[config.mk]
export PLATFORM = sky130hd
export DESIGN_NAME = pipeline_hazard_controller
export DESIGN_NICKNAME = d
export VERILOG_FILES = /design/src/rtl/cpu_ctrl_pkg.sv /design/src/rtl/hazard_fwd_unit.sv /design/src/rtl/pipeline_hazard_controller.sv
export SDC_FILE = /design/constraint.sdc
export NUM_CORES = 1
export LEC_CHECK = 0
export CAP_MARGIN = 25
export CORE_ASPECT_RATIO = 1.2
export CORE_UTILIZATION = 35
export CTS_CLUSTER_SIZE = 25
export DETAILED_ROUTE_END_ITERATION = 8
export PLACE_DENSITY_LB_ADDON = 0.08
export REMOVE_ABC_BUFFERS = 1
export SKIP_CTS_REPAIR_TIMING = 1
export SYNTH_ARGS = -nofsm -noshare
export SYNTH_HDL_FRONTEND = slang
export SYNTH_SLANG_ARGS = --single-unit
[constraint.sdc]
create_clock -name clock -period 2.8 [get_ports clock]
set_input_delay 0.56 -clock clock [delete_from_list [all_inputs] [get_ports clock]]
set_output_delay 0.56 -clock clock [all_outputs]
set_load 0.01 [all_outputs]
[src/rtl/cpu_ctrl_pkg.sv]
// Shared types for the CPU pipeline control slice: scoreboard entry layout,
// forwarding-select encoding and the hazard controller FSM states.
package cpu_ctrl_pkg;

  localparam int REG_AW    = 4;
  localparam int OPCODE_W  = 4;
  localparam int REGNUM    = 2 ** REG_AW;

  typedef logic [REG_AW-1:0]   reg_idx_t;
  typedef logic [OPCODE_W-1:0] opcode_t;

  typedef enum logic [1:0] {
    FWD_RF    = 2'b00,
    FWD_EXMEM = 2'b01,
    FWD_MEMWB = 2'b10
  } fwd_sel_e;

  typedef enum logic {
    RUN   = 1'b0,
    MULTI = 1'b1
  } ctrl_state_e;

  // One in-flight instruction as seen by the hazard logic.
  typedef struct packed {
    logic     valid;
    reg_idx_t rd;
    logic     writes;
    logic     is_load;
    logic     is_multi;
    reg_idx_t rs1;
    reg_idx_t rs2;
    logic     uses1;
    logic     uses2;
  } sb_entry_t;

  function automatic logic src_match(input logic uses, input reg_idx_t rs,
                                     input reg_idx_t rd);
    return uses && (rs == rd);
  endfunction

endpackage

[src/rtl/hazard_fwd_unit.sv]
// Forwarding select for one EX operand. MEM wins over WB because it holds
// the younger write; a load in MEM has no data yet, so it never forwards.
module hazard_fwd_unit
  import cpu_ctrl_pkg::*;
#(
  parameter int ADDRESSWIDTH = REG_AW
) (
  input  logic                    uses,
  input  logic [ADDRESSWIDTH-1:0] rs,
  input  logic                    mem_valid,
  input  logic                    mem_writes,
  input  logic                    mem_is_load,
  input  logic [ADDRESSWIDTH-1:0] mem_rd,
  input  logic                    wb_valid,
  input  logic                    wb_writes,
  input  logic [ADDRESSWIDTH-1:0] wb_rd,
  output logic [1:0]              sel
);

  fwd_sel_e sel_e;

  always_comb begin
    sel_e = FWD_RF;
    if (uses && mem_valid && mem_writes && !mem_is_load && (mem_rd == rs)) begin
      sel_e = FWD_EXMEM;
    end else if (uses && wb_valid && wb_writes && (wb_rd == rs)) begin
      sel_e = FWD_MEMWB;
    end
  end

  assign sel = sel_e;

endmodule

[src/rtl/pipeline_hazard_controller.sv]
// Stall/flush/bubble/forwarding control for the 5-stage pipeline, driven by a
// shadow scoreboard of the EX, MEM and WB instructions.
module pipeline_hazard_controller
  import cpu_ctrl_pkg::*;
#(
  parameter int ADDRESSWIDTH = REG_AW,
  parameter int MULCYCLES    = 4
) (
  input  logic                    clock,
  input  logic                    reset,
  input  logic                    id_valid,
  input  logic [ADDRESSWIDTH-1:0] id_rs1,
  input  logic [ADDRESSWIDTH-1:0] id_rs2,
  input  logic                    id_uses_rs1,
  input  logic                    id_uses_rs2,
  input  logic [ADDRESSWIDTH-1:0] id_rd,
  input  logic                    id_writes_rd,
  input  logic                    id_is_load,
  input  logic                    id_is_multi,
  input  logic                    ex_branch_taken,
  output logic                    stall_fetch,
  output logic                    stall_decode,
  output logic                    flush_decode,
  output logic                    bubble_ex,
  output logic [1:0]              fwd_a,
  output logic [1:0]              fwd_b,
  output logic                    busy
);

  localparam bit MULTI_EN = (MULCYCLES > 1);
  localparam int CW       = (MULCYCLES > 2) ? $clog2(MULCYCLES) : 1;
  localparam logic [CW-1:0] CNT_LOAD = CW'(MULTI_EN ? MULCYCLES - 2 : 0);

  ctrl_state_e   state, state_nxt;
  logic [CW-1:0] cnt, cnt_nxt;
  sb_entry_t     ex_q, mem_q, wb_q;
  sb_entry_t     ex_nxt, mem_nxt, wb_nxt;
  sb_entry_t     id_entry;
  logic          rst_d;
  logic          quiet;

  logic          load_use, multi_start;
  logic          stall_raw, flush_raw, bubble_raw, busy_raw;
  logic [1:0]    fwd_a_raw, fwd_b_raw;
  logic          unused_wb;

  always_comb begin
    id_entry = '{valid:    id_valid,
                 rd:       id_rd,
                 writes:   id_writes_rd,
                 is_load:  id_is_load,
                 is_multi: id_is_multi,
                 rs1:      id_rs1,
                 rs2:      id_rs2,
                 uses1:    id_uses_rs1,
                 uses2:    id_uses_rs2};
  end

  assign load_use = ex_q.valid && ex_q.is_load && ex_q.writes && id_valid &&
                    (src_match(id_uses_rs1, id_rs1, ex_q.rd) ||
                     src_match(id_uses_rs2, id_rs2, ex_q.rd));

  assign multi_start = MULTI_EN && ex_q.valid && ex_q.is_multi;

  // The entry cycle of a multi-cycle op already holds EX, so a MULCYCLES=N op
  // stalls N-1 cycles and the pipeline moves again when the counter hits 0.
  always_comb begin
    stall_raw  = 1'b0;
    flush_raw  = 1'b0;
    bubble_raw = 1'b0;
    busy_raw   = 1'b0;
    case (state)
      RUN: begin
        if (ex_branch_taken) begin
          flush_raw  = 1'b1;
          bubble_raw = 1'b1;
        end else if (multi_start) begin
          stall_raw = 1'b1;
          busy_raw  = 1'b1;
        end else if (load_use) begin
          stall_raw  = 1'b1;
          bubble_raw = 1'b1;
        end
      end
      MULTI: begin
        if (cnt != '0) begin
          stall_raw = 1'b1;
          busy_raw  = 1'b1;
        end
      end
      default: ;
    endcase
  end

  hazard_fwd_unit #(.ADDRESSWIDTH(ADDRESSWIDTH)) u_fwd_a (
    .uses        (ex_q.uses1),
    .rs          (ex_q.rs1),
    .mem_valid   (mem_q.valid),
    .mem_writes  (mem_q.writes),
    .mem_is_load (mem_q.is_load),
    .mem_rd      (mem_q.rd),
    .wb_valid    (wb_q.valid),
    .wb_writes   (wb_q.writes),
    .wb_rd       (wb_q.rd),
    .sel         (fwd_a_raw)
  );

  hazard_fwd_unit #(.ADDRESSWIDTH(ADDRESSWIDTH)) u_fwd_b (
    .uses        (ex_q.uses2),
    .rs          (ex_q.rs2),
    .mem_valid   (mem_q.valid),
    .mem_writes  (mem_q.writes),
    .mem_is_load (mem_q.is_load),
    .mem_rd      (mem_q.rd),
    .wb_valid    (wb_q.valid),
    .wb_writes   (wb_q.writes),
    .wb_rd       (wb_q.rd),
    .sel         (fwd_b_raw)
  );

  // Everything is silent while reset is high and for one cycle after it.
  assign quiet        = reset || rst_d;
  assign stall_fetch  = stall_raw  && !quiet;
  assign stall_decode = stall_raw  && !quiet;
  assign flush_decode = flush_raw  && !quiet;
  assign bubble_ex    = bubble_raw && !quiet;
  assign busy         = busy_raw   && !quiet;
  assign fwd_a        = quiet ? 2'b00 : fwd_a_raw;
  assign fwd_b        = quiet ? 2'b00 : fwd_b_raw;

  always_comb begin
    state_nxt = state;
    cnt_nxt   = cnt;
    ex_nxt    = ex_q;
    mem_nxt   = mem_q;
    wb_nxt    = wb_q;

    if (busy) begin
      mem_nxt = '0;
      wb_nxt  = mem_q;
    end else begin
      ex_nxt  = (id_valid && !bubble_ex) ? id_entry : '0;
      mem_nxt = ex_q;
      wb_nxt  = mem_q;
    end

    case (state)
      RUN: begin
        if (busy) begin
          state_nxt = MULTI;
          cnt_nxt   = CNT_LOAD;
        end
      end
      MULTI: begin
        if (cnt == '0) begin
          state_nxt = RUN;
        end else begin
          cnt_nxt = cnt - CW'(1);
        end
      end
      default: state_nxt = RUN;
    endcase
  end

  always_ff @(posedge clock) begin
    rst_d <= reset;
    if (reset) begin
      state <= RUN;
      cnt   <= '0;
      ex_q  <= '0;
      mem_q <= '0;
      wb_q  <= '0;
    end else begin
      state <= state_nxt;
      cnt   <= cnt_nxt;
      ex_q  <= ex_nxt;
      mem_q <= mem_nxt;
      wb_q  <= wb_nxt;
    end
  end

  // WB only needs valid/writes/rd; the rest of the entry rides along.
  assign unused_wb = ^wb_q;

endmodule

==> summary.md <==
| Metric | Value |
|---|---|
| Reg power frac | 48.0% |
| Hold path cells | 1 |
| First-pass GRT wire length | around 7 mm |
| CP Max Fanout | 12 |
| Synth Register Bits | 35 |
| Clk Latency, worst-skew pair | 0.28 ns |
| Max incr delay on CP | between 0.5 and 0.6 ns |
| Worst hold endpoint | wb_q[17] |
| Total net switching power | 0.264 mW |
| Share of layout cells above drive strength 1 | about 14% |
| Grt ovf | 0 |
| Antenna cells | 0 |
| Final hold vios | 0 |
| EDFF count, synth | 0 |
| Crit Reg-Reg Startpoint | cnt[0] |
| HPWL after DPL | 3.21 mm |
| CP max-delay cell | clkdlybuf4s50_1 |
| CTS buffer count | 5 |
| Hold_sp | mem_q[17] |
| Slew headroom | 48.9% |
| TritonCTS Sinks | 35 |
| Mapped Area | 1700 um^2 |
| Least-Margin Pin Slew | 0.765 ns |
| Die Y-Extent | 78.4 um |
| Worst path arrival time | 2.16 ns |
| Die width | 65.7 um |
| Clock transition at the registers of the reported paths | 0.07 ns |
| Fmax | 367 MHz |
| Startpoint Class | input pin |
| Hold Slack | ~0.47 ns |
| CP cell instances | clkdlybuf4s50_1 > buf_4 > buf_4 > nor3_1 > clkdlybuf4s50_1 |
| CTS root buf | clkbuf_8 |
| Clk pwr share | 39.8% |
| IO Pins | 30 |
| Clock buffer depth | 2 |
| Int Pwr | 0.892 mW |
| Area after DPL | about 2100 um^2 |
| Most frequent cells in the layout | 35 x dfxtp_1, 22 x clkdlybuf4s50_1, 19 x nand3_1, 16 x o21ai_0, 16 x buf_4 |
| Avg Synthesized Cell Area | 9.36 um^2 |
| Largest net degree at the start of global routing | 26 |
| DRT antenna net count | 0 |
| Switching share of power | 22.9% |
| Crit path required time | 2.24 ns |
| Initial core utilization | 36.8% |
| Hold Crit Class | reg2reg |
| Total number of vias | around 1500 |
| Final net count | 244 |
| Fin crit share | 97.3% |
| Worst setup margin | approximately 0.077 ns |
| DR DRC count | 0 |
| Die area | 5150 um^2 |
| H-tree lvl count | 2 |
| Port Buffer Count | 29 |
| Max_cap viols | 0 |
| Vias in the first global route | around 1500 |
| Fin crit period | around 2.7 ns |
| WS Path Type | in2out |
| Power density over the cells | 513 nW/um^2 |
| Slew Limit Fails | 0 |
| Design Area, Final | 2260 um^2 |
| R2r worst-path depth | 7 |
| Rows | 27 |
| Post-synthesis sequential area ratio | 41.1% |
| Gate Count Post-Synth | 182 |
| Final Wtd Congestion | 0.802 |
| Yosys cell types | 37 |
| Finished Layout Cells | 281 |
| Routed vias/inst | 5.30 |
| Routed WL | 4.21 mm |
| WL/cell | 15.0 um |
| P_leak | 0.957 nW |
| CTS tree | done |
| Peak VDD IR | approximately 0.00029 V |
| Crit. End Element | primary output |
| Yosys warnings | 0 |
| Drt first pass iters | 4 |
| Total track usage | 18.4% |
| Gate power share | 12.2% |
| # setup viols final | 0 |
| Layout area overhead | 32.5% |
| Core Region | 4630 um^2 |
| Main synth FF type | dfxtp_1 |
| Starting DRT DRC Count | 71 |
| Worst R2R End | mem_q[17] |
| Async set or reset register ratio after synthesis | 0% |
| Outcome | finished clean |
| Most common cell after layout, fill and taps aside | dfxtp_1 |
| Post-Place Setup Slack | -0.143 ns |
| Antenna violations before repair | 0 |
| Placed Cells | ~270 |
| Design Power | 1.16 mW |
| Flop2flop setup slack | around 0.96 ns |
| Clock skew | 0.00211 ns |
[power by group through the flow]
| stage | Sequential (mW) | Combinational [mW] | Clock [mW] |
|---|---|---|---|
| finish | 0.555 | 0.141 | 0.460 |
| floorplan | 0.556 | 0.0697 | 0 |
| global route | 0.559 | 0.156 | 0.498 |
| global placement | 0.565 | 0.138 | 0 |
| detailed placement | 0.566 | 0.141 | 0 |
| CTS | 0.554 | 0.142 | 0.476 |
[critical path: cells and delay by family]
family / cells / cell delay (ns)
simple gates: 1 / 0.18
buf+inv: 4 / 1.42
[cells in the mapped netlist, types with 2 or more instances]
master / count / area [um^2]
a22oi_1: 11 / 82.6
buf_2: 6 / 30.0
nand2_1: 5 / 18.8
nor3_1: 5 / 25.0
nor2_1: 3 / 11.3
xor2_1: 10 / 87.6
and2_1: 7 / 43.8
nor4_1: 2 / 12.5
buf_6: 2 / 22.5
nand4_1: 4 / 25.0
a21oi_1: 2 / 10.0
o21ai_0: 16 / 80.1
inv_1: 2 / 7.51
nor2b_1: 9 / 56.3
a32oi_1: 7 / 61.3
xnor2_1: 14 / 123
buf_4: 3 / 22.5
dfxtp_1: 35 / 701
and4_1: 3 / 26.3
nand3_1: 19 / 95.1
[area by class of cell]
type	count	area (um^2)
Sequential cell	35	701
Timing Repair Buffer	45	428
Clock inverter	2	35.0
Multi-Input combinational cell	133	930
Tap cell	58	72.6
Clock buffer	6	82.6
Fill cell	427	2370
Inverter	2	7.51
[kinds of logic (layout without fill, tap and decap cells)]
family          count (synthesis)  count (layout)  share of synthesized area, %
fa+ha+maj                       1               1                         0.735
mux                             1               1                         0.588
flops                          35              35                          41.1
xor+xnor                       24              24                          12.3
compound gates                 46              46                          19.8
simple gates                   61              61                          20.3
buf+inv                        14              55                          5.07
[worst max-delay path by stage]
stage	from	slack, ns	end	depth (start not counted)
6_report	reset	0.08	fwd_b[0]	5
2_1_floorplan	id_valid	0.46	stall_decode	4
3_3_place_gp	id_valid	-0.14	stall_decode	6
4_1_cts	id_rs1[0]	-0.14	bubble_ex	6
3_5_place_dp	id_rs1[0]	-0.14	bubble_ex	6
5_1_grt	reset	-0.01	fwd_b[0]	5
[flip-flops by register name (all words and copies together), names as in the netlist]
signal	flops
wb_q	6
state	1
rst_d	1
cnt	2
mem_q	7
ex_q	18
[stage by stage]
stage / setup TNS [ns] / util [%]
finish: 0 / 48.7
global route: -0.0103 / 48.7
CTS: -0.562 / 47.9
detailed placement: -0.561 / 45.4
global placement: -0.447 / 45.4
floorplan: 0 / -
[layer usage]
| metal | track usage (%) | share of wire, % | up-vias |
|---|---|---|---|
| met4 | 5.22 | 1.1 | 0 |
| met3 | 4.51 | 3.4 | 6 |
| met1 | 24.0 | 47 | 706 |
| met2 | 29.5 | 49 | 32 |
| li1 | - | - | 745 |
| met5 | 0 | 0 | - |
Note: power is estimated with default switching activity, not from simulation.
